--- src/rtl/cgra_sram_req_adapter.sv ---
// Valid/ready front-end for the CGRA SRAM bank: request strobes, read response FIFO, retention sequencing.
// Optional power-on zero sweep of the bank is compiled in with CGRA_SRAM_INIT_EN.
module cgra_sram_req_adapter #(
    parameter int NumWords   = 1024,
    parameter int AddrWidth  = (NumWords > 1) ? $clog2(NumWords) : 1,
    parameter int RspDepth   = 2,
    parameter int WakeCycles = 4
) (
    input  logic                 clk_i,
    input  logic                 rst_ni,
    input  logic                 req_valid_i,
    output logic                 req_ready_o,
    input  logic                 req_we_i,
    input  logic [AddrWidth-1:0] req_addr_i,
    input  logic [31:0]          req_wdata_i,
    input  logic [3:0]           req_be_i,
    output logic                 rsp_valid_o,
    input  logic                 rsp_ready_i,
    output logic [31:0]          rsp_rdata_o,
    output logic                 sram_req_o,
    output logic                 sram_we_o,
    output logic [AddrWidth-1:0] sram_addr_o,
    output logic [31:0]          sram_wdata_o,
    output logic [3:0]           sram_be_o,
    input  logic [31:0]          sram_rdata_i,
    output logic                 sram_set_retentive_no,
    input  logic                 ret_req_i,
    output logic                 ret_ack_o,
    output logic                 init_done_o
);

    localparam int CntW  = $clog2(RspDepth + 2);
    localparam int PtrW  = (RspDepth > 1) ? $clog2(RspDepth) : 1;
    localparam int WakeW = (WakeCycles > 1) ? $clog2(WakeCycles) : 1;

    localparam logic [CntW-1:0]  DepthC   = CntW'(RspDepth);
    localparam logic [PtrW-1:0]  PtrLast  = PtrW'(RspDepth - 1);
    localparam logic [WakeW-1:0] WakeLoad = WakeW'(WakeCycles - 1);

    typedef enum logic [2:0] {
        ST_INIT,
        ST_ACTIVE,
        ST_DRAIN,
        ST_RETENTION,
        ST_WAKE
    } state_e;

`ifdef CGRA_SRAM_INIT_EN
    localparam state_e ResetState = ST_INIT;
    localparam logic [AddrWidth-1:0] AddrLast = AddrWidth'(NumWords - 1);
`else
    localparam state_e ResetState = ST_ACTIVE;
`endif

    state_e state_q, state_d;

    logic [WakeW-1:0] wake_q, wake_d;
    logic             rd_pending_q, rd_pending_d;
    logic [CntW-1:0]  cnt_q, cnt_d;
    logic [PtrW-1:0]  wptr_q, wptr_d;
    logic [PtrW-1:0]  rptr_q, rptr_d;
    logic [31:0]      mem_q [RspDepth];
    logic [31:0]      mem_d [RspDepth];

`ifdef CGRA_SRAM_INIT_EN
    logic [AddrWidth-1:0] init_addr_q, init_addr_d;
`endif

    logic            push;
    logic            pop;
    logic            empty;
    logic [CntW-1:0] credit;
    logic            read_ok;
    logic            active_open;
    logic            req_fire;
    logic            rd_fire;

    assign empty       = (cnt_q == '0);
    assign rsp_valid_o = ~empty;
    assign rsp_rdata_o = mem_q[rptr_q];
    assign pop         = rsp_valid_o & rsp_ready_i;
    assign push        = rd_pending_q;

    // Credits count both buffered and in-flight reads so the FIFO never overflows.
    assign credit  = cnt_q + CntW'(rd_pending_q) - CntW'(pop);
    assign read_ok = (credit < DepthC);

    assign active_open = (state_q == ST_ACTIVE) & ~ret_req_i;
    assign req_ready_o = active_open & (req_we_i | read_ok);
    assign req_fire    = req_valid_i & req_ready_o;
    assign rd_fire     = req_fire & ~req_we_i;

    assign ret_ack_o             = (state_q == ST_RETENTION);
    assign sram_set_retentive_no = (state_q != ST_RETENTION);
    assign init_done_o           = (state_q != ST_INIT);

    always_comb begin
        sram_req_o   = req_fire;
        sram_we_o    = req_we_i;
        sram_addr_o  = req_addr_i;
        sram_wdata_o = req_wdata_i;
        sram_be_o    = req_be_i;
`ifdef CGRA_SRAM_INIT_EN
        // Sweep strobes are held off while reset is asserted.
        if (state_q == ST_INIT) begin
            sram_req_o   = rst_ni;
            sram_we_o    = 1'b1;
            sram_addr_o  = init_addr_q;
            sram_wdata_o = 32'h0;
            sram_be_o    = 4'hF;
        end
`endif
    end

    always_comb begin
        state_d = state_q;
        wake_d  = wake_q;
`ifdef CGRA_SRAM_INIT_EN
        init_addr_d = init_addr_q;
`endif
        unique case (state_q)
            ST_INIT: begin
`ifdef CGRA_SRAM_INIT_EN
                init_addr_d = init_addr_q + 1'b1;
                if (init_addr_q == AddrLast) begin
                    state_d = ST_ACTIVE;
                end
`else
                state_d = ST_ACTIVE;
`endif
            end
            ST_ACTIVE: begin
                if (ret_req_i) begin
                    state_d = ST_DRAIN;
                end
            end
            ST_DRAIN: begin
                if (!ret_req_i) begin
                    state_d = ST_ACTIVE;
                end else if (!rd_pending_q && empty) begin
                    state_d = ST_RETENTION;
                end
            end
            ST_RETENTION: begin
                if (!ret_req_i) begin
                    state_d = ST_WAKE;
                    wake_d  = WakeLoad;
                end
            end
            ST_WAKE: begin
                // A renewed retention request is honoured from ACTIVE once wake completes.
                if (wake_q == '0) begin
                    state_d = ST_ACTIVE;
                end else begin
                    wake_d = wake_q - 1'b1;
                end
            end
            default: state_d = ST_ACTIVE;
        endcase
    end

    always_comb begin
        mem_d        = mem_q;
        wptr_d       = wptr_q;
        rptr_d       = rptr_q;
        rd_pending_d = rd_fire;
        if (push) begin
            mem_d[wptr_q] = sram_rdata_i;
            wptr_d = (wptr_q == PtrLast) ? '0 : wptr_q + 1'b1;
        end
        if (pop) begin
            rptr_d = (rptr_q == PtrLast) ? '0 : rptr_q + 1'b1;
        end
        cnt_d = cnt_q + CntW'(push) - CntW'(pop);
    end

    always_ff @(posedge clk_i or negedge rst_ni) begin
        if (!rst_ni) begin
            state_q      <= ResetState;
            wake_q       <= '0;
            rd_pending_q <= 1'b0;
            cnt_q        <= '0;
            wptr_q       <= '0;
            rptr_q       <= '0;
        end else begin
            state_q      <= state_d;
            wake_q       <= wake_d;
            rd_pending_q <= rd_pending_d;
            cnt_q        <= cnt_d;
            wptr_q       <= wptr_d;
            rptr_q       <= rptr_d;
        end
    end

`ifdef CGRA_SRAM_INIT_EN
    always_ff @(posedge clk_i or negedge rst_ni) begin
        if (!rst_ni) begin
            init_addr_q <= '0;
        end else begin
            init_addr_q <= init_addr_d;
        end
    end
`endif

    always_ff @(posedge clk_i) begin
        mem_q <= mem_d;
    end

    assert property (@(posedge clk_i) disable iff (!rst_ni)
        !(push && !pop && (cnt_q == DepthC)));

endmodule

--- config.mk ---
export PLATFORM = sky130hd
export DESIGN_NAME = cgra_sram_req_adapter
export DESIGN_NICKNAME = d
export VERILOG_FILES = /design/src/rtl/cgra_sram_req_adapter.sv
export SDC_FILE = /design/constraint.sdc
export NUM_CORES = 1
export LEC_CHECK = 0
export ABC_AREA = 1
export BUFFER_PORTS_ARGS = -buffer_cell sky130_fd_sc_hd__clkbuf_2
export CAP_MARGIN = 30
export CELL_PAD_IN_SITES_DETAIL_PLACEMENT = 1
export CELL_PAD_IN_SITES_GLOBAL_PLACEMENT = 2
export CORE_MARGIN = 2
export CORE_UTILIZATION = 26
export DETAILED_ROUTE_END_ITERATION = 12
export GPL_ROUTABILITY_DRIVEN = 0
export MAX_ROUTING_LAYER = met4
export PLACE_DENSITY_LB_ADDON = 0.1
export SYNTH_ARGS = -nofsm -noshare
export SYNTH_HDL_FRONTEND = slang
export SYNTH_SLANG_ARGS = --single-unit
export TNS_END_PERCENT = 50
--- constraint.sdc ---
create_clock -name clk_i -period 2.8 [get_ports clk_i]
set_input_delay 0.7 -clock clk_i [delete_from_list [all_inputs] [get_ports clk_i]]
set_output_delay 0.7 -clock clk_i [all_outputs]
set_load 0.005 [all_outputs]
==> results of run 1 <==
[layer usage]
layer / vias to the layer above / wire length, um / part of all wire (%) / global-route usage, %
li1: 988 / - / - / -
met1: 977 / 3050 / 44 / 12.7
met2: 65 / 3360 / 48 / 16.6
met3: 12 / 448 / 6.4 / 3.68
met4: 0 / 105 / 1.5 / 4.63
met5: - / 0 / 0 / -
[where the power goes]
| group | internal (mW) | switching (mW) |
|---|---|---|
| logic | 0.429 | 0.671 |
| clock network | 0.627 | 0.442 |
| registers | 1.30 | 0.0650 |
| total | 2.36 | 1.18 |
[final timing paths]
| check | from | to | slack, ns |
|---|---|---|---|
| setup / recovery | cnt_q[0] | sram_req_o | 0.14 |
| hold reg to reg | wake_q[0] | wake_q[0] | 0.48 |
| setup reg to reg | cnt_q[0] | push | 1.16 |
| max in group asynchronous | rst_ni | state_q[0] | 2.27 |
| min in group clk_i | wake_q[0] | wake_q[0] | 0.48 |
| hold / removal | rst_ni | state_q[1] | 0.25 |
[sequential cells by signal (all words and copies together), names as in the netlist]
name and count:
cnt_q 2, mem_q 64, push 1, rptr_q 1, state_q 3, wake_q 2
wptr_q 1
[cell usage in the layout (no fill, tap or decap), types with 2 or more instances in the layout]
master        n
buf_4         8
clkbuf_16     9
clkbuf_2     75
clkinvlp_4    4
dfrtp_1       9
edfxtp_1     64
ha_4          2
inv_1        19
inv_2         8
nand2_1     111
nand2_2       9
nand3_2       4
nand4_1       2
nor2_1        4
nor2_4        2
xor2_1        2
[repair_timing]
item                       CTS  global route
setup endpoints to repair    1             2
setup buffers                0             5
pin swaps                    0             5
resized for setup            1            15
[cells by family after synthesis]
| group | Yosys count | synth area share [%] |
|---|---|---|
| AND/OR/NAND/NOR | 135 | 16.8 |
| buffers and inverters | 81 | 14.8 |
| flip-flops | 74 | 65.8 |
| AO/OA/AOI/OAI | 4 | 0.947 |
| adder cells (fa/ha/maj) | 3 | 1.14 |
| XOR/XNOR | 2 | 0.530 |
[final cells by class]
type                       instances  share of cell area, %
clock buffer                      11                   6.18
clock inverter                     5                  0.987
inverter                          27                   2.58
multi-input combinational        144                   17.7
sequential                        74                   55.3
tap                              172                   5.48
timing repair buffer              85                   11.7
==> run metrics, run 1 <==
status=complete, no violations; Synth top cells by count=nand2_1, edfxtp_1, buf_4; starting DRC count in detailed routing=55; setup TNS=0 ns; first-pass GRT wire length=10300 um; Diodes inserted=0; CTS root buf=clkbuf_16; Ys Warns=0; Die H=117 um; critical path class=flop to output port; Layout Cells excl Fill=518; leakage dissipation=roughly 1.8 nW; synthesized area=3300 sq um; Slew Limit Fails=0; Clock Tree Buf Depth=2; Port Buf Inserts=76; share of layout cells above drive strength 1=between 30% and 40%; EDFF count, synth=64; count leader, synth=nand2_1; syn_nets=386; Initial Util=26.4%; cell count after placement=497; fin area=3930 sq um; worst setup margin=0.137 ns; Syn-to-layout area delta=18.9%; Via Count=~2.0k; PwrDens=900 nW/um^2; Multi-input gate area=around 700 sq um; Area after DPL=between 3000 and 4000 sq um; cells on worst reg2reg path=14; Final Hold Viols=0; fmax=375 MHz; clk sinks=74; Core Util, Final=31.4%; global route total overflow=0; hold slack=0.248 ns; Avg Cell Area, Syn=approximately 11 sq um; htree depth=3; full die area=13600 sq um; min-delay worst type=input pin to asynchronous set/reset pin; sequential share of the synthesized area=65.8%; GRT Util Overall=10.7%; Final setup viols=0; First-pass DRT Iterations=4; share of the synthesized area in the top cell type=58.2%; pin count of the biggest net entering global routing=34; Filler cells=1421; Top Ports=169; FF+latch count, synth=74; CP delay by family, top=simple AND/OR/NAND/NOR gates; top cell type by total area after synthesis=edfxtp_1; Core Area=12500 sq um; Hold-fix buffers, CTS=0; insertion delay to the later sink of the worst-skew pair=0.33 ns; Num CTS Buffers=9; post-DR vias/cell=about 3.9; Unique masters post-synth=22; Clock Pin Slew Worst Setup and Hold Paths=0.06 ns; fin crit share=95.1%; Final ANT Viol Nets=0; VDD IR max=between 0.2 and 0.3 mV; Synth area leaders=edfxtp_1, nand2_1, buf_4; Worst setup EP type=output port; CP arrival=~2.0 ns; crit-path cells=inv_2 > nand2_2 > nand2_2 > inv_2 > ha_4 > inv_2 > ha_4 > inv_2 > nand2_2 > nand2_1 > nand2_1 > nand3_2 > nand2_2 > nor2_2 > buf_2; Routed WL=slightly below 7000 um; WP buf/inv=5; Die X=117 um; Remaining DRCs=0; post-DR wirelength/cell=between 10 and 15 um; Worst-Margin Slew=0.682 ns; Critical-path top delay cell=dfrtp_1; Required @ worst endpoint=roughly 2.1 ns; nets=428; fin crit period=2.66 ns; row cnt=41; critical path depth in cells=15; Crit path largest cell delay=~0.4 ns; clock skew=0.00656 ns; Async SR Flop Fraction=13.5%; Max-Cap Viols=0; vias in the first global route=1967; Place WS=0.136 ns; initial antenna violation count=0; Main synth FF type=edfxtp_1; CP Launch Type=flop; CTS tree=yes; CP max FO=2; FF/Latch Area=2170 sq um; total power=approximately 3.5 mW; hpwl dp=4550 um; Post-Syn Instances=299; Rel. slew slack=54.5%
(Power assumes the default switching activity.)
==> run 2: changes to the inputs <==
--- a/config.mk
+++ b/config.mk
@@ -5,13 +5,12 @@
 export SDC_FILE = /design/constraint.sdc
 export NUM_CORES = 1
 export LEC_CHECK = 0
-export ABC_AREA = 1
 export BUFFER_PORTS_ARGS = -buffer_cell sky130_fd_sc_hd__clkbuf_2
 export CAP_MARGIN = 30
 export CELL_PAD_IN_SITES_DETAIL_PLACEMENT = 1
 export CELL_PAD_IN_SITES_GLOBAL_PLACEMENT = 2
 export CORE_MARGIN = 2
-export CORE_UTILIZATION = 26
+export CORE_UTILIZATION = 28
 export DETAILED_ROUTE_END_ITERATION = 12
 export GPL_ROUTABILITY_DRIVEN = 0
 export MAX_ROUTING_LAYER = met4
==> run metrics, run 2 <==
status=finished, violations left; failing checks=negative setup slack; CP max FO=2; most common cell after layout, fill and taps aside=clkbuf_2; fin crit period=2.83 ns; Crit path largest cell delay=approximately 0.37 ns; Final ANT Viol Nets=0; Main synth FF type=edfxtp_1; FF+latch count, synth=74; full die area=roughly 12000 sq um; row cnt=38; Slew Limit Fails=0; Psw=0.929 mW; nets=around 330; max reg flops=64; Worst-Margin Slew=slightly below 0.5 ns; critical path class=flop to output port; share of layout cells above drive strength 1=between 50% and 60%; GRT Util Overall=11.5%; adder-cell share of the synthesized area=1.18%; total power=3.73 mW; EDFF count, synth=64; cells on worst reg2reg path=10; post-synthesis xor/xnor area fraction=1.30%; Synth area leaders=edfxtp_1, mux2_2, buf_4; sequential share of the synthesized area=68.3%; fmax=around 350 MHz; PwrDens=968 nW/um^2; clock network fraction of total power=roughly 38%; internal power=2.80 mW; Max-Cap Viols=0; Synth top cells by count=edfxtp_1, buf_4, mux2_2; Core Area=11000 sq um; Die X=111 um; RSZ-0062 raised after global routing=true; leakage dissipation=1.51 nW; commonest cells after routing, fill and taps aside=clkbuf_2, edfxtp_1, mux2_2; Final Hold Viols=0; Required @ worst endpoint=2.10 ns; count leader, synth=edfxtp_1; fin crit share=101%; post-synthesis simple-gate area fraction=3.30%; starting DRC count in detailed routing=37; CP arrival=about 2.1 ns; post-DR vias/cell=4.46; Ys Warns=0; Top reg by flops=mem_q; Routed WL=a little under 7000 um; clock skew=0.00371 ns; insertion delay to the later sink of the worst-skew pair=0.33 ns; post-DR wirelength/cell=17.6 um; Post-Syn Instances=194; CTS root buf=clkbuf_16; most used cell, CP=ha_4; RR Endpoint=push; main combinational cell family by area after synthesis=buffers and inverters; Avg Cell Area, Syn=~16 sq um; FF-to-FF Start=cnt_q[0]; Final setup viols=1; vias in the first global route=1879; VDD IR max=0.374 mV; Flop pwr share=36.8%; Via Count=~1.7k; Syn-to-layout area delta=21.0%; Sw Ratio=24.9%; FF-to-FF setup slack=~0.80 ns; htree depth=3; CP Launch Type=flop; clk sinks=74; Async SR Flop Fraction=13.5%; Clock Tree Buf Depth=2; top cell type by total area after synthesis=edfxtp_1; synthesized area=3180 sq um; First-pass DRT Iterations=4; Worst setup EP type=output port; Remaining DRCs=0; Compound-Gate Fraction of Synth Area=2.08%; share of the synthesized area in the top cell type=60.4%; hpwl dp=4500 um; Port Buf Inserts=76; setup TNS=-0.0309 ns; CP delay by family, top=simple AND/OR/NAND/NOR gates; Diodes inserted=0; pin count of the biggest net entering global routing=34; Rel. slew slack=67.1%; Clock Pin Slew Worst Setup and Hold Paths=around 0.06 ns; Critical Path Start=cnt_q[0]; Hold-fix buffers, CTS=0; min-delay worst type=input pin to asynchronous set/reset pin; crit-path cells=or2_4 > and2_4 > ha_4 > inv_4 > ha_4 > xor3_1 > nor2b_4 > nor4_2 > buf_2; Largest regs=mem_q (64), state_q (3); mux contribution to synthesized area=11.3%; global route total overflow=0; Num CTS Buffers=9; Critical-path top delay cell=dfrtp_1; CTS tree=yes; Unique masters post-synth=32; syn_nets=281; Top Ports=169; WP buf/inv=2; first-pass GRT wire length=10400 um; Initial Util=29.0%; initial antenna violation count=0; combinational power share=25.2%; Die H=111 um; worst setup margin=-0.0309 ns
-- run 2: changes by cell type after synthesis, moves of 3 or more --
cell,delta
nand2_1,-115
buf_2,-4
inv_1,-17
mux2_2,+32
inv_2,-3
nor2_1,-3
nand2_2,-4
-- run 2: cell families after synthesis --
family,after synthesis
AOI/OAI and AO/OA,8
adders and majority gates,3
buffers and inverters,58
muxes,32
and+or+nand+nor,16
DFF,74
xor gates and xnor gates,3
-- run 2: how the worst max path moves through the flow --
stage	endpoint	cells past startpoint	slack [ns]
final	req_ready_o	9	-0.03
after global routing	req_ready_o	9	-0.17
after CTS	req_ready_o	9	-0.25
after detailed placement	req_ready_o	9	-0.05
after global placement	req_ready_o	9	-0.04
after floorplan	req_ready_o	8	0.13
-- run 2: timing repair --
| action | CTS | global route |
|---|---|---|
| setup endpoints to repair | 2 | 2 |
| resized for setup | 8 | 4 |
| pin swaps | 6 | 1 |
| setup buffers | 3 | 0 |
-- run 2: routing by layer --
metal	share of wire, %	track usage (%)	vias to the layer above
li1	-	-	749
met1	42	13.4	818
met2	46	17.1	73
met3	6.1	2.74	69
met4	5.9	8.92	0
met5	0	-	-
-- run 2: stage by stage --
stage / std cells / util, % / cell area, sq um / hold WS, ns / setup slack (ns)
after floorplan: 194 / - / 3180 / 0.404 / 0.134
after global placement: 365 / 31.1 / 3420 / 0.479 / -0.0354
after detailed placement: 365 / 31.1 / 3420 / 0.484 / -0.0477
after CTS: 383 / 35.0 / 3840 / 0.235 / -0.252
after global routing: 383 / 35.1 / 3850 / 0.245 / -0.173
final: 383 / 35.1 / 3850 / 0.237 / -0.0309
-- run 2: final cells by class --
type | instances | area (sq um)
fillers | 1141 | 7130
flip-flops and latches | 74 | 2170
multi-input cells | 62 | 663
repair buffers | 85 | 448
clock buffers | 9 | 225
well taps | 140 | 175
clock inverters | 6 | 138
inverters | 7 | 28.8
-- run 2: worst register-to-register path, stage by stage, from the launching register on --
cell and delay, ns:
dfrtp_1 0.37, or2_4 0.25, and2_4 0.15, ha_4 0.26
inv_4 0.03, ha_4 0.14, xor3_1 0.19, buf_4 0.14
buf_4 0.12, buf_4 0.13, nor3_2 0.14
-- run 2: power groups by stage --
stage,logic (mW),clock network (mW),registers (mW)
floorplan,0.555,0,1.38
global placement,0.853,0,1.40
detailed placement,0.850,0,1.40
CTS,0.969,1.46,1.37
global route,1.05,1.50,1.39
finish,0.941,1.41,1.37
==> run 3: changes to the inputs <==
--- a/config.mk
+++ b/config.mk
@@ -11,6 +11,7 @@
 export CELL_PAD_IN_SITES_GLOBAL_PLACEMENT = 2
 export CORE_MARGIN = 2
 export CORE_UTILIZATION = 28
+export CTS_CLUSTER_SIZE = 12
 export DETAILED_ROUTE_END_ITERATION = 12
 export GPL_ROUTABILITY_DRIVEN = 0
 export MAX_ROUTING_LAYER = met4
==> constraint.sdc (replaced) <==
create_clock -name clk_i -period 2.8 [get_ports clk_i]
set_input_delay 0 -clock clk_i [delete_from_list [all_inputs] [get_ports clk_i]]
set_output_delay 0 -clock clk_i [all_outputs]
set_load 0.005 [all_outputs]
==> run metrics, run 3 (same netlist as run 2, synthesis figures left out) <==
fmax=399 MHz; global route total overflow=0; clock network fraction of total power=31.3%; fin crit share=89.5%; Die H=111 um; Top reg by flops=mem_q; Routed met3 length=~450 um; Final Hold Viols=0; max reg flops=64; Num CTS Buffers=9; htree depth=3; Worst-Margin Slew=0.546 ns; leakage dissipation=~1.6 nW; PwrDens=793 nW/um^2; Filler cells=1145; Clock Tree Buf Depth=2; hold slack=0.00000472 ns; pin count of the biggest net entering global routing=28; nets=356; hpwl dp=~4400 um; Rel. slew slack=between 60% and 70%; CTS root buf=clkbuf_16; full die area=12200 sq um; clock skew=0.00298 ns; starting DRC count in detailed routing=64; critical path class=flop to output port; Syn-to-layout area delta=26.6%; combinational power share=24.9%; insertion delay to the later sink of the worst-skew pair=0.32 ns; CP arrival=2.51 ns; Diodes inserted=0; Sw Ratio=26.8%; share of layout cells above drive strength 1=48.7%; status=complete, no violations; # Post-CTS Setup Buffers=0; vias in the first global route=1954; Worst setup EP type=output port; post-DR vias/cell=4.28; DR top layer=met4; CP Launch Type=flop; Routed WL=6550 um; RSZ-0062 raised after global routing=false; CTS tree=yes; FF/Latch Area=2170 sq um; Core Util, Final=36.7%; commonest cells after routing, fill and taps aside=clkbuf_2, edfxtp_1, dlygate4sd3_1, mux2_2; First-pass DRT Iterations=4; met2 wire length=3000 um; GRT Util Overall=11.5%; Final ANT Viol Nets=0; Via Count=1768; Clock Pin Slew Worst Setup and Hold Paths=0.05 ns; Largest regs=mem_q (64), state_q (3); Slew Limit Fails=0; row cnt=38; internal power=2.34 mW; Port Buf Inserts=76; Die X=111 um; met1 WL=between 2000 and 3000 um; min-delay worst type=input pin to output port; Multi-input gate area=619 sq um; CP max FO=3; Final setup viols=0; Flop pwr share=approximately 44%; fin crit period=2.51 ns; Top Ports=169; first-pass GRT wire length=approximately 11000 um; VDD IR max=roughly 0.26 mV; Required @ worst endpoint=2.80 ns; Core Area=11000 sq um; Initial Util=29.0%; most common cell after layout, fill and taps aside=clkbuf_2; initial antenna violation count=0; clk sinks=74; Max-Cap Viols=0; Psw=0.856 mW; post-DR wirelength/cell=15.9 um; total power=3.20 mW; Remaining DRCs=0; setup TNS=0 ns
==> run 3: power groups by stage <==
stage	sequential, mW	clock, mW	combinational [mW]
finish	1.40	1.00	0.795
global route	1.42	1.09	0.888
CTS	1.40	1.05	0.826
detailed placement	1.43	0	0.782
global placement	1.42	0	0.783
floorplan	1.38	0	0.555
==> run 3: worst paths after layout <==
kind                                  from               end  slack [ns]  cells after the start
min in group asynchronous           rst_ni        state_q[1]        0.08                      2
min reg2reg                      wake_q[1]         wake_q[1]        0.49                      1
max in group asynchronous           rst_ni        state_q[0]        2.44                      2
min                        req_wdata_i[23]  sram_wdata_o[23]    0.000005                      0
max reg2reg                       cnt_q[1]              push        0.96                      7
max                               cnt_q[1]       req_ready_o        0.29                      9
==> run 3: cell type report <==
class	count	area share, %
multi-input combinational	62	15.4
clock inverter	6	0.870
timing repair buffer	115	19.2
tap	140	4.35
inverter	7	0.652
sequential	74	54.0
clock buffer	9	5.59
==> run 3: repair_timing <==
action,CTS,global route
hold buffers,35,0
hold endpoints to repair,78,0
resized for setup,0,0
endpoints found under the setup margin,0,0
==> run 3: worst max-delay path, stage by stage (launching register included) <==
cell	delay [ns]
dfrtp_1	0.39
or2_2	0.31
and2_1	0.18
ha_1	0.27
inv_1	0.05
ha_1	0.14
xor3_1	0.27
nor2b_1	0.17
nor4_1	0.25
clkbuf_2	0.16
==> run 3: routing by layer <==
| layer | up-vias | global-route usage [%] |
|---|---|---|
| met5 | - | - |
| met4 | 0 | 7.92 |
| met3 | 66 | 3.57 |
| met2 | 77 | 16.6 |
| met1 | 811 | 13.6 |
| li1 | 814 | - |
==> run 3: stage by stage <==
step / instances / area (sq um) / worst slack [ns]
after global placement: 363 / 3420 / 0.685
after floorplan: 194 / 3180 / 0.579
after global routing: 413 / 4030 / 0.133
after CTS: 413 / 4030 / 0.250
final: 413 / 4030 / 0.293
after detailed placement: 363 / 3420 / 0.615
